## src/rtl/eth_tx_framer.sv

```systemverilog
// Ethernet transmit framer: preamble, SFD, payload, optional zero pad and FCS, with inter-frame gap and abort.
// Define ETH_TX_PAD_EN to pad short frames up to MIN_PAYLOAD bytes before the FCS.
module eth_tx_framer #(
`ifdef ETH_TX_PAD_EN
    parameter int MIN_PAYLOAD  = 60,
`endif
    parameter int PREAMBLE_LEN = 7,
    parameter int MAX_PAYLOAD  = 1514,
    parameter int IFG_CYCLES   = 12
) (
    input  logic        clk,
    input  logic        n_rst,
    input  logic [7:0]  pl_data,
    input  logic        pl_valid,
    input  logic        pl_last,
    output logic        pl_ready,
    input  logic [31:0] crc_out,
    output logic        crc_init,
    output logic        crc_en,
    output logic [7:0]  crc_data,
    output logic [7:0]  tx_data,
    output logic        tx_valid,
    output logic        tx_sof,
    output logic        tx_eof,
    output logic        tx_err
);

    // state    | meaning
    // IDLE     | waiting for the first payload byte to be offered
    // PREAMBLE | sending 0x55 bytes, crc reload on the first
    // SFD      | sending 0xD5
    // PAYLOAD  | forwarding payload bytes into tx and crc
    // PAD      | sending zero bytes up to the minimum length
    // FCS      | sending the inverted crc, low byte first
    // DROP     | oversize: discarding the rest of the payload
    // IFG      | enforced idle gap between frames
    typedef enum logic [2:0] {
        IDLE,
        PREAMBLE,
        SFD,
        PAYLOAD,
`ifdef ETH_TX_PAD_EN
        PAD,
`endif
        FCS,
        DROP,
        IFG
    } state_t;

    localparam int CNT_MAX = (PREAMBLE_LEN > IFG_CYCLES) ? PREAMBLE_LEN : IFG_CYCLES;
    localparam int CNT_W   = $clog2(CNT_MAX + 1);

    localparam logic [CNT_W-1:0] PRE_LAST = CNT_W'(PREAMBLE_LEN - 1);
    localparam logic [CNT_W-1:0] IFG_LAST = CNT_W'(IFG_CYCLES - 1);
    localparam logic [CNT_W-1:0] FCS_LAST = CNT_W'(3);
    localparam logic [10:0]      MAX_W    = 11'(MAX_PAYLOAD);
`ifdef ETH_TX_PAD_EN
    localparam logic [10:0]      MIN_W    = 11'(MIN_PAYLOAD);
`endif

    state_t           state_q, state_d;
    logic [CNT_W-1:0] cnt_q, cnt_d;
    logic [10:0]      byte_cnt_q, byte_cnt_d;
    logic [23:0]      fcs_q, fcs_d;
    logic [10:0]      byte_cnt_inc;

    assign byte_cnt_inc = byte_cnt_q + 11'd1;

    always_ff @(posedge clk or negedge n_rst) begin
        if (!n_rst) begin
            state_q    <= IDLE;
            cnt_q      <= '0;
            byte_cnt_q <= '0;
            fcs_q      <= '0;
        end else begin
            state_q    <= state_d;
            cnt_q      <= cnt_d;
            byte_cnt_q <= byte_cnt_d;
            fcs_q      <= fcs_d;
        end
    end

    always_comb begin
        state_d    = state_q;
        cnt_d      = cnt_q;
        byte_cnt_d = byte_cnt_q;
        fcs_d      = fcs_q;
        case (state_q)
            IDLE: begin
                if (pl_valid) begin
                    state_d = PREAMBLE;
                    cnt_d   = '0;
                end
            end
            PREAMBLE: begin
                if (cnt_q == PRE_LAST) begin
                    state_d = SFD;
                    cnt_d   = '0;
                end else begin
                    cnt_d = cnt_q + CNT_W'(1);
                end
            end
            SFD: begin
                state_d    = PAYLOAD;
                byte_cnt_d = '0;
            end
            PAYLOAD: begin
                if (!pl_valid) begin
                    state_d = IFG;
                    cnt_d   = '0;
                end else begin
                    byte_cnt_d = byte_cnt_inc;
                    if (pl_last) begin
                        state_d = FCS;
                        cnt_d   = '0;
`ifdef ETH_TX_PAD_EN
                        if (byte_cnt_inc < MIN_W) state_d = PAD;
`endif
                    end else if (byte_cnt_inc == MAX_W) begin
                        state_d = DROP;
                    end
                end
            end
`ifdef ETH_TX_PAD_EN
            PAD: begin
                byte_cnt_d = byte_cnt_inc;
                if (byte_cnt_inc == MIN_W) begin
                    state_d = FCS;
                    cnt_d   = '0;
                end
            end
`endif
            DROP: begin
                if (pl_valid && pl_last) begin
                    state_d = FCS;
                    cnt_d   = '0;
                end
            end
            FCS: begin
                // Low byte goes out straight from crc_out; the rest is frozen here.
                if (cnt_q == '0) fcs_d = crc_out[31:8];
                if (cnt_q == FCS_LAST) begin
                    state_d = IFG;
                    cnt_d   = '0;
                end else begin
                    cnt_d = cnt_q + CNT_W'(1);
                end
            end
            IFG: begin
                // A waiting frame starts right after the gap, so the gap is exactly IFG_CYCLES.
                if (cnt_q == IFG_LAST) begin
                    state_d = pl_valid ? PREAMBLE : IDLE;
                    cnt_d   = '0;
                end else begin
                    cnt_d = cnt_q + CNT_W'(1);
                end
            end
            default: begin
                state_d = IDLE;
                cnt_d   = '0;
            end
        endcase
    end

    always_comb begin
        pl_ready = 1'b0;
        crc_init = 1'b0;
        crc_en   = 1'b0;
        tx_data  = 8'h00;
        tx_valid = 1'b0;
        tx_sof   = 1'b0;
        tx_eof   = 1'b0;
        tx_err   = 1'b0;
        case (state_q)
            PREAMBLE: begin
                tx_data  = 8'h55;
                tx_valid = 1'b1;
                tx_sof   = (cnt_q == '0);
                crc_init = (cnt_q == '0);
            end
            SFD: begin
                tx_data  = 8'hD5;
                tx_valid = 1'b1;
            end
            PAYLOAD: begin
                pl_ready = 1'b1;
                if (pl_valid) begin
                    tx_data  = pl_data;
                    tx_valid = 1'b1;
                    crc_en   = 1'b1;
                    tx_err   = !pl_last && (byte_cnt_inc == MAX_W);
                end else begin
                    tx_err = 1'b1;
                end
            end
`ifdef ETH_TX_PAD_EN
            PAD: begin
                tx_valid = 1'b1;
                crc_en   = 1'b1;
            end
`endif
            DROP: begin
                pl_ready = 1'b1;
            end
            FCS: begin
                tx_valid = 1'b1;
                tx_eof   = (cnt_q == FCS_LAST);
                case (cnt_q[1:0])
                    2'd0:    tx_data = ~crc_out[7:0];
                    2'd1:    tx_data = ~fcs_q[7:0];
                    2'd2:    tx_data = ~fcs_q[15:8];
                    default: tx_data = ~fcs_q[23:16];
                endcase
            end
            default: begin
            end
        endcase
    end

    assign crc_data = tx_data;

endmodule

```

## config.mk

```make
export PLATFORM = sky130hd
export DESIGN_NAME = eth_tx_framer
export DESIGN_NICKNAME = d
export VERILOG_FILES = /design/src/rtl/eth_tx_framer.sv
export SDC_FILE = /design/constraint.sdc
export NUM_CORES = 1
export LEC_CHECK = 0
export ABC_AREA = 1
export BUFFER_PORTS_ARGS = -buffer_cell sky130_fd_sc_hd__clkbuf_2
export CAP_MARGIN = 10
export CORE_ASPECT_RATIO = 2
export CORE_MARGIN = 4
export CORE_UTILIZATION = 45
export DETAILED_ROUTE_END_ITERATION = 10
export PLACE_DENSITY = 0.8
export SYNTH_ARGS = -nofsm -noshare
export SYNTH_HDL_FRONTEND = slang
export SYNTH_SLANG_ARGS = --single-unit
```

## constraint.sdc

```tcl
create_clock -name clk -period 5.07 [get_ports clk]
set_input_delay 0 -clock clk [delete_from_list [all_inputs] [get_ports clk]]
set_output_delay 0 -clock clk [all_outputs]
set_load 0.03 [all_outputs]
```

; Word-level counts from Yosys, hierarchy flattened
; Cells that the tools add are included.
[op_classes]
add_sub_neg = 2
muxes = 31
eq_ne = 20
n_bitwise = 5
reduce_logical = 13
[op_table]
columns = operator, count
row1 = $not 8->8, 4
row2 = $pmux 8 s4, 1
row3 = $mux 4, 7
row4 = $pmux 4 s7, 1
row5 = $mux 3, 8
row6 = $pmux 8 s3, 1
row7 = $pmux 11 s2, 1
row8 = $pmux 3 s7, 1
row9 = $ne 2x2->1 const B, 6
row10 = $add 11x1->11 const B, 1
row11 = $eq 11x11->1 const B, 1
row12 = $mux 11, 1
row13 = $eq 3x3->1 const B, 3
row14 = $mux 1, 8
row15 = $mux 8, 1
row16 = $eq 3x2->1 const B, 2
row17 = $reduce_and 6->1, 1
row18 = $add 4x1->4 const B, 1
row19 = $eq 4x2->1 const B, 1
row20 = $eq 4x3->1 const B, 1
row21 = $eq 4x4->1 const B, 1
row22 = $logic_not 4->1, 1
row23 = $ne 4x4->1 const B, 1
row24 = $reduce_and 2->1, 2
row25 = other kinds (14), 15
[word_totals]
output_inout_bits = 23
regBits = 42
wordCells = 75

; Longest topological paths before layout
; Gate-level depths: netlist of the first run.
[logic_depth]
word_depth = 6
mapped_depth = 12

; Worst setup path after synthesis of the first run
; OpenSTA, ideal clock, no wires.
[synth_timing]
path_kind = register -> output
startpoint = register cnt_q[0]
endpoint = output port tx_sof
path_buffers = 1
t_arrival_ns = 2.251
path_stages_with_launch = 6
path_slack_ns = 2.819
path_cell_list = dfrtp_1 -> inv_1 -> ha_1 -> inv_1 -> nor4_1 -> buf_4
[synth_between]
elab_chain_len = 2
[synth_lines]
columns = item, line
row1 = start: declaration, 62  ; logic [CNT_W-1:0] cnt_q, cnt_d;
row2 = start signal: assignment, 77  ; cnt_q <= cnt_d;
row3 = $logic_not 4->1, -
row4 = $mux 1, -
row5 = end: declaration, 23  ; output logic tx_sof,
; No other way between the ends.

; Worst setup path in the final report of the first run
[layout_timing]
startpoint = register byte_cnt_q[0]
endpoint = output port tx_err
[layout_between]
elab_chain_len = 5
[layout_lines]
columns = item, line
row1 = start: declaration, 63  ; logic [10:0] byte_cnt_q, byte_cnt_d;
row2 = start signal: assignment, 78  ; byte_cnt_q <= byte_cnt_d;
row3 = $add 11x1->11, 67  ; assign byte_cnt_inc = byte_cnt_q + 11'd1;
row4 = $eq 11x11->1, 191  ; tx_err = !pl_last && (byte_cnt_inc == MAX_W);
row5 = $logic_and 1x1->1, 191
row6 = $mux 1, 187  ; if (pl_valid) begin
row7 = $mux 1, 174  ; case (state_q)
row8 = end: declaration, 25  ; output logic tx_err
; No other way between the ends.

==> results.toml, run 1 <==
[route]
wl_per_cell_um = 16.3
firstDrtPassIters = 4
drt-initial-drc-count = 211
drc_errors = 0
ant_nets = 0
via_per_inst = 5.51
vias = 2430
drt-total-wl_mm = 7.17

[pwr]
peakVddDrop_mv = 0.431
p_per_area_nw_per_um2 = 518
switchingPower_mw = 0.768
seq_power_share_pct = 32.5
p_leak_nw = 1.61
p_int_mw = 0.911
clock_power_share_pct = 14.1
combPwrFrac_pct = 53.3
swShare_pct = 45.7

[critical_path]
start_kind = "flop"
cp_max_fo = 6
crit_chain = "ha_1, nand3_1, nor2_1, nand2_1, nand2_1, nand2_1, nor2_1, nand3_1, a21oi_1, clkbuf_2"
crit_type = "flop to primary output"
crit_top_cell = "nand2_1"
required_ns = 5.07
slowest_delay_ns = 0.44
worst_path_max_delay_cell = "dfrtp_1"
critPathArrivalTime_ns = 2.18
crit_path_end_kind = "primary output"

[clock_network]
root_buffer = "clkbuf_8"
htree_levels = 2
postCtsSetupBuffers = 0
clock_latency_ns = 0.31
clock_sinks = 42
clk_pin_slew_ns = 0.09
cts_buffers = 5
cts_buffer_depth = 2
cts_tree = "yes"

[grt]
antenna_found_initial = 0
overflow = 0
grt_max_degree = 43
grt_use_total_pct = 21.9
grt_pass1_vias = 2492
grt_pass1_wl_mm = 11.6

[synth]
synth_mux_area_share_pct = 13.4
synth-compound-area-share_pct = 12.7
yosysTopAreaCell = "dfrtp_1"
synth_most_common_cell = "nand2_1"
synth_fa_ha_area_share_pct = 2.91
synth_cell_types = 30
ys.warnings.count = 0
synth.top_cells.by_count = "56 x nand2_1, 42 x dfrtp_1, 31 x o21ai_0"
synth_seq_cells = 42
synthFlopType = "dfrtp_1"
netlist_area_um2 = 2580
synth-simple-area-share_pct = 21.1
async_flop_share_pct = 100
synth_top_cell_area_share_pct = 40.8
avgSynthCellArea_um2 = 8.77
synth-edff-count = 0
synth_top_family_by_area = "simple AND/OR/NAND/NOR gates"
syn_nets = 344
seq_area_frac_synth_pct = 40.8
synth-xor-area-share_pct = 0.340
ys_top_cells_by_area = "dfrtp_1 41%, mux2_4 12%, nand2_1 8.2%, o21ai_0 6.0%, nand3_1 4.9%"
synth_cells = 294

[layout]
nNetsFinal = 429
utilization_pct = 58.8
fillerInstances = 494
instances_no_fill = 441
drive_gt1_share_pct = 30.3
syn2layout_area_growth_pct = 25.8

[timing]
slew_violations = 0
relSlewSlack_pct = 60.2
rsz0062_at_grt = "no"
finalHoldViolCount = 0
fin_tns_setup_ns = 0
worst_slack_ns = 2.89
worst_pin_slew_ns = 0.596
setup_violations = 0
timing.fmax_ghz = 0.458
post-route-period-util_pct = 43.1
fin_crit_ns = 2.18
fin_skew_ns = 0.0133

[floorplan]
die_area_um2 = 7080
coreArea_um2 = 5520
ios = 67
initial_core_util_pct = 46.8
die_h_um = 115
fp.dieW_um = 61.5
rows = 38

[placement]
dp_slack_ns = 3.01
hpwl_mm = 5.13
dp_cells = 406
portBuffers = 66
place.gp.congestion = 0.998

[outcome]
status = "finished, final reports clean"

[worst_hold_path]
hold_path_class = "input pin to flop"

[flow_run]
max_cap_violations = 0
[flip-flops by register name, indices dropped and copies added (netlist names)]
| register | cells |
|---|---|
| fcs_q | 24 |
| byte_cnt_q | 11 |
| cnt_q | 4 |
| state_q | 3 |
[routing by layer]
layer	wire, um	up-vias	global-route usage, %	share of wire, %
met1	2650	1155	26.2	37
met3	355	21	2.81	4.9
met2	3880	96	36.0	54
li1	-	1158	-	-
met4	287	0	12.9	4.0
met5	0	-	0	0
[layout by cell type, fill, tap and decap left out, types with 2 or more instances in the layout]
master	synthesis	layout
a21oi_1	7	7
clkbuf_2	0	66
clkbuf_8	0	6
dfrtp_1	42	42
dlygate4sd3_1	0	25
ha_1	6	6
inv_1	26	26
inv_2	5	5
mux2_2	4	4
mux2_4	20	20
nand2_1	56	56
nand2_2	4	4
nand3_1	25	25
nand4_1	4	4
nor2_1	16	16
nor2_2	3	3
nor3_1	2	2
o21ai_0	31	31
o21ai_1	6	6
o22ai_1	12	12
o31ai_1	2	2
[worst max-delay path, delay by kind of cell, from the launching register on]
family                   cells  cell delay, ns
flip-flops                   1            0.44
AO/OA/AOI/OAI                1            0.15
adder cells (fa/ha/maj)      1            0.26
AND/OR/NAND/NOR              7            0.80
buffers and inverters        1            0.22
[kinds of logic after synthesis]
family          count (synthesis)
buf+inv                        46
mux                            24
flops                          42
simple gates                  115
compound gates                 60
xor+xnor                        1
fa+ha+maj                       6
[final timing paths]
check                              start          to  slack (ns)  cells past startpoint
setup / recovery           byte_cnt_q[0]      tx_err        2.89                     10
hold / removal                   pl_last  state_q[0]        0.13                      6
setup reg to reg                cnt_q[0]  state_q[1]        2.99                     10
hold reg to reg                fcs_q[11]   fcs_q[11]        0.52                      1
max in group asynchronous          n_rst   fcs_q[14]        4.44                      3
min in group asynchronous          n_rst  state_q[1]        0.14                      2
[power by group through the flow]
stage	Clock [mW]	Combinational (mW)	Sequential [mW]
2_1_floorplan	0	0.734	0.519
5_1_grt	0.251	0.966	0.561
3_5_place_dp	0	0.876	0.549
3_3_place_gp	0	0.863	0.543
4_1_cts	0.238	0.894	0.544
6_report	0.237	0.896	0.546
[final cells by class]
cell class                 instances  area (um^2)  area share [%]
tap                               60         75.1            2.31
antenna                            1         2.50          0.0772
multi-input combinational        206         1300            40.0
sequential                        42         1050            32.4
inverter                          32          120            3.70
timing repair buffer              92          601            18.5
clock inverter                     2         12.5           0.386
clock buffer                       6         82.6            2.55
[what timing repair did]
action                    CTS  global route
gates resized for setup     0             0
hold buffers               25             0
hold endpoints to repair   66             0
[stage by stage]
| stage | hold slack (ns) | power (mW) | cell area, um^2 |
|---|---|---|---|
| 2_1_floorplan | -0.296 | 1.25 | 2580 |
| 3_3_place_gp | 0.232 | 1.41 | 2880 |
| 3_5_place_dp | 0.235 | 1.43 | 2880 |
| 4_1_cts | 0.145 | 1.68 | 3220 |
| 5_1_grt | 0.184 | 1.78 | 3240 |
| 6_report | 0.131 | 1.68 | 3240 |
Note: power is estimated with default switching activity, not from simulation.
==> run 2, diff against run 1 <==
==> constraint.sdc (replaced) <==
create_clock -name clk -period 2.2 [get_ports clk]
set_input_delay 0 -clock clk [delete_from_list [all_inputs] [get_ports clk]]
set_output_delay 0 -clock clk [all_outputs]
set_load 0.03 [all_outputs]
==> run 2 against run 1 <==
  * Core utilization rose by 0.93 points
  * Via count up 1.2%
  * Total power is 140% higher
  * Critical path depth decreased by 3
  * Setup slack worse by 2.8 ns
  * Non-clock buffer count up 2
  * Flip-flop and latch count stayed put
  * Largest cell class unchanged
  * Largest power group unchanged
==> results.toml, run 2 (synthesized netlist as in run 1, its figures left out) <==
[grt]
grt_max_degree = 43
antenna_found_initial = 0
grt_pass1_wl_mm = 11.9
grt_use_total_pct = 22.4
overflow = 0
grt_pass1_vias = 2628

[clock_network]
htree_levels = 2
cts_buffers = 5
root_buffer = "clkbuf_8"
cts_buffer_depth = 2
clock_latency_ns = 0.31
clock_sinks = 42
cts_tree = "yes"
clk_pin_slew_ns = 0.09

[pwr]
switchingPower_mw = 1.80
peakVddDrop_mv = 0.954
combPwrFrac_pct = 52.7
finalPower_mw = 4.01
p_per_area_nw_per_um2 = 1220
p_leak_nw = 1.62
clock_power_share_pct = 16.1
seq_power_share_pct = 31.2
swShare_pct = 45.0
p_int_mw = 2.21

[timing]
slew_violations = 0
setup_violations = 0
fin_skew_ns = 0.00918
rsz0062_at_grt = "yes"
relSlewSlack_pct = 61.7
timing.fmax_ghz = 0.483
post-route-period-util_pct = 94.0
finalHoldViolCount = 0
fin_crit_ns = 2.07
worst_pin_slew_ns = 0.574
holdWs_ns = 0.157

[route]
drt-initial-drc-count = 116
drt-total-wl_mm = 7.33
wl_per_cell_um = 16.6
firstDrtPassIters = 4
ant_nets = 0
via_per_inst = 5.57
vias = 2460
drc_errors = 0

[layout]
utilization_pct = 59.7
syn2layout_area_growth_pct = 27.8
nNetsFinal = 431
fillerInstances = 471
final_cell_mix = "65 x clkbuf_2, 56 x nand2_1, 42 x dfrtp_1"
largest_reg_flops = 24
regMostFlops = "fcs_q"
regArea_um2 = 1050
drive_gt1_share_pct = 31.7
layout_commonest_cell = "clkbuf_2"
multi_input_area_um2 = 1330
instances_no_fill = 442
reg_top3 = "fcs_q: 24 flops, byte_cnt_q: 11 flops, cnt_q: 4 flops"
final_cell_area_um2 = 3290
diodes = 0

[floorplan]
ios = 67
fp.dieW_um = 61.5
die_h_um = 115
rows = 38
coreArea_um2 = 5520
initial_core_util_pct = 46.8
die_area_um2 = 7080

[placement]
dp_cells = 408
hpwl_mm = 5.30
portBuffers = 66
dpl_cell_area_um2 = 2900
place.gp.congestion = 0.900

[critical_path]
r2r_slack_ns = 0.30
crit_type = "flop to primary output"
r2r_end = "state_q[2]"
rr_worst_depth = 9
crit_path_end_kind = "primary output"
start_kind = "flop"
required_ns = 2.20
critPathArrivalTime_ns = 2.07
worstReg2RegStart = "cnt_q[0]"
cp_max_fo = 14

[outcome]
status = "finished, final reports clean"

[worst_hold_path]
hold_path_class = "input pin to flop"
hold_path_end = "state_q[0]"
holdPathStages = 6
holdCritStartpoint = "pl_last"

[flow_run]
max_cap_violations = 0
## run 2: layout make-up
cell class / count / area share [%]
clock buffer: 5 / 2.09
clock inverter: 3 / 1.48
inverter: 32 / 3.65
multi-input combinational: 206 / 40.2
sequential: 42 / 31.9
tap: 60 / 2.28
timing repair buffer: 94 / 18.4
## run 2: worst max path at each step
stage	from	to	slack [ns]	depth (start not counted)
5_1_grt	state_q[1]	crc_data[7]	-0.02	8
4_1_cts	byte_cnt_q[1]	tx_err	0.05	10
3_5_place_dp	byte_cnt_q[0]	state_q[0]	0.28	12
6_report	state_q[0]	tx_valid	0.13	7
3_3_place_gp	byte_cnt_q[0]	state_q[1]	0.30	12
2_1_floorplan	cnt_q[0]	tx_data[3]	0.12	7
## run 2: critical path, cell delays in order (launching register included)
cell and delay [ns]:
dfrtp_1 0.48, inv_2 0.10, nor3_2 0.26, inv_2 0.16, nor2_8 0.25, inv_2 0.16
nand3_1 0.13, clkbuf_2 0.22
## run 2: layer usage
layer | vias up | GRT usage [%] | part of all wire, %
li1 | 1157 | - | -
met1 | 1177 | 23.4 | 35
met2 | 95 | 38.9 | 55
met3 | 31 | 4.38 | 5.0
met4 | 0 | 13.6 | 4.8
met5 | - | 0 | 0
## run 2: repair_timing
item,CTS,global route
hold buffers,25,0
setup buffers,1,0
endpoints found under the hold margin,66,0
endpoints found under the setup margin,1,9
cloned,0,0
resized for setup,1,5
## run 2: power groups by stage
stage	Sequential, mW	Combinational (mW)	Clock, mW
global placement	1.25	2.00	0
CTS	1.24	2.11	0.659
finish	1.25	2.11	0.644
floorplan	1.20	1.70	0
detailed placement	1.25	2.05	0
global route	1.28	2.27	0.687
## run 2: stage by stage
step           TNS, ns  setup WS (ns)
5_1_grt         -0.122        -0.0230
6_report             0          0.131
2_1_floorplan        0          0.121
3_5_place_dp         0          0.278
3_3_place_gp         0          0.303
4_1_cts              0         0.0527
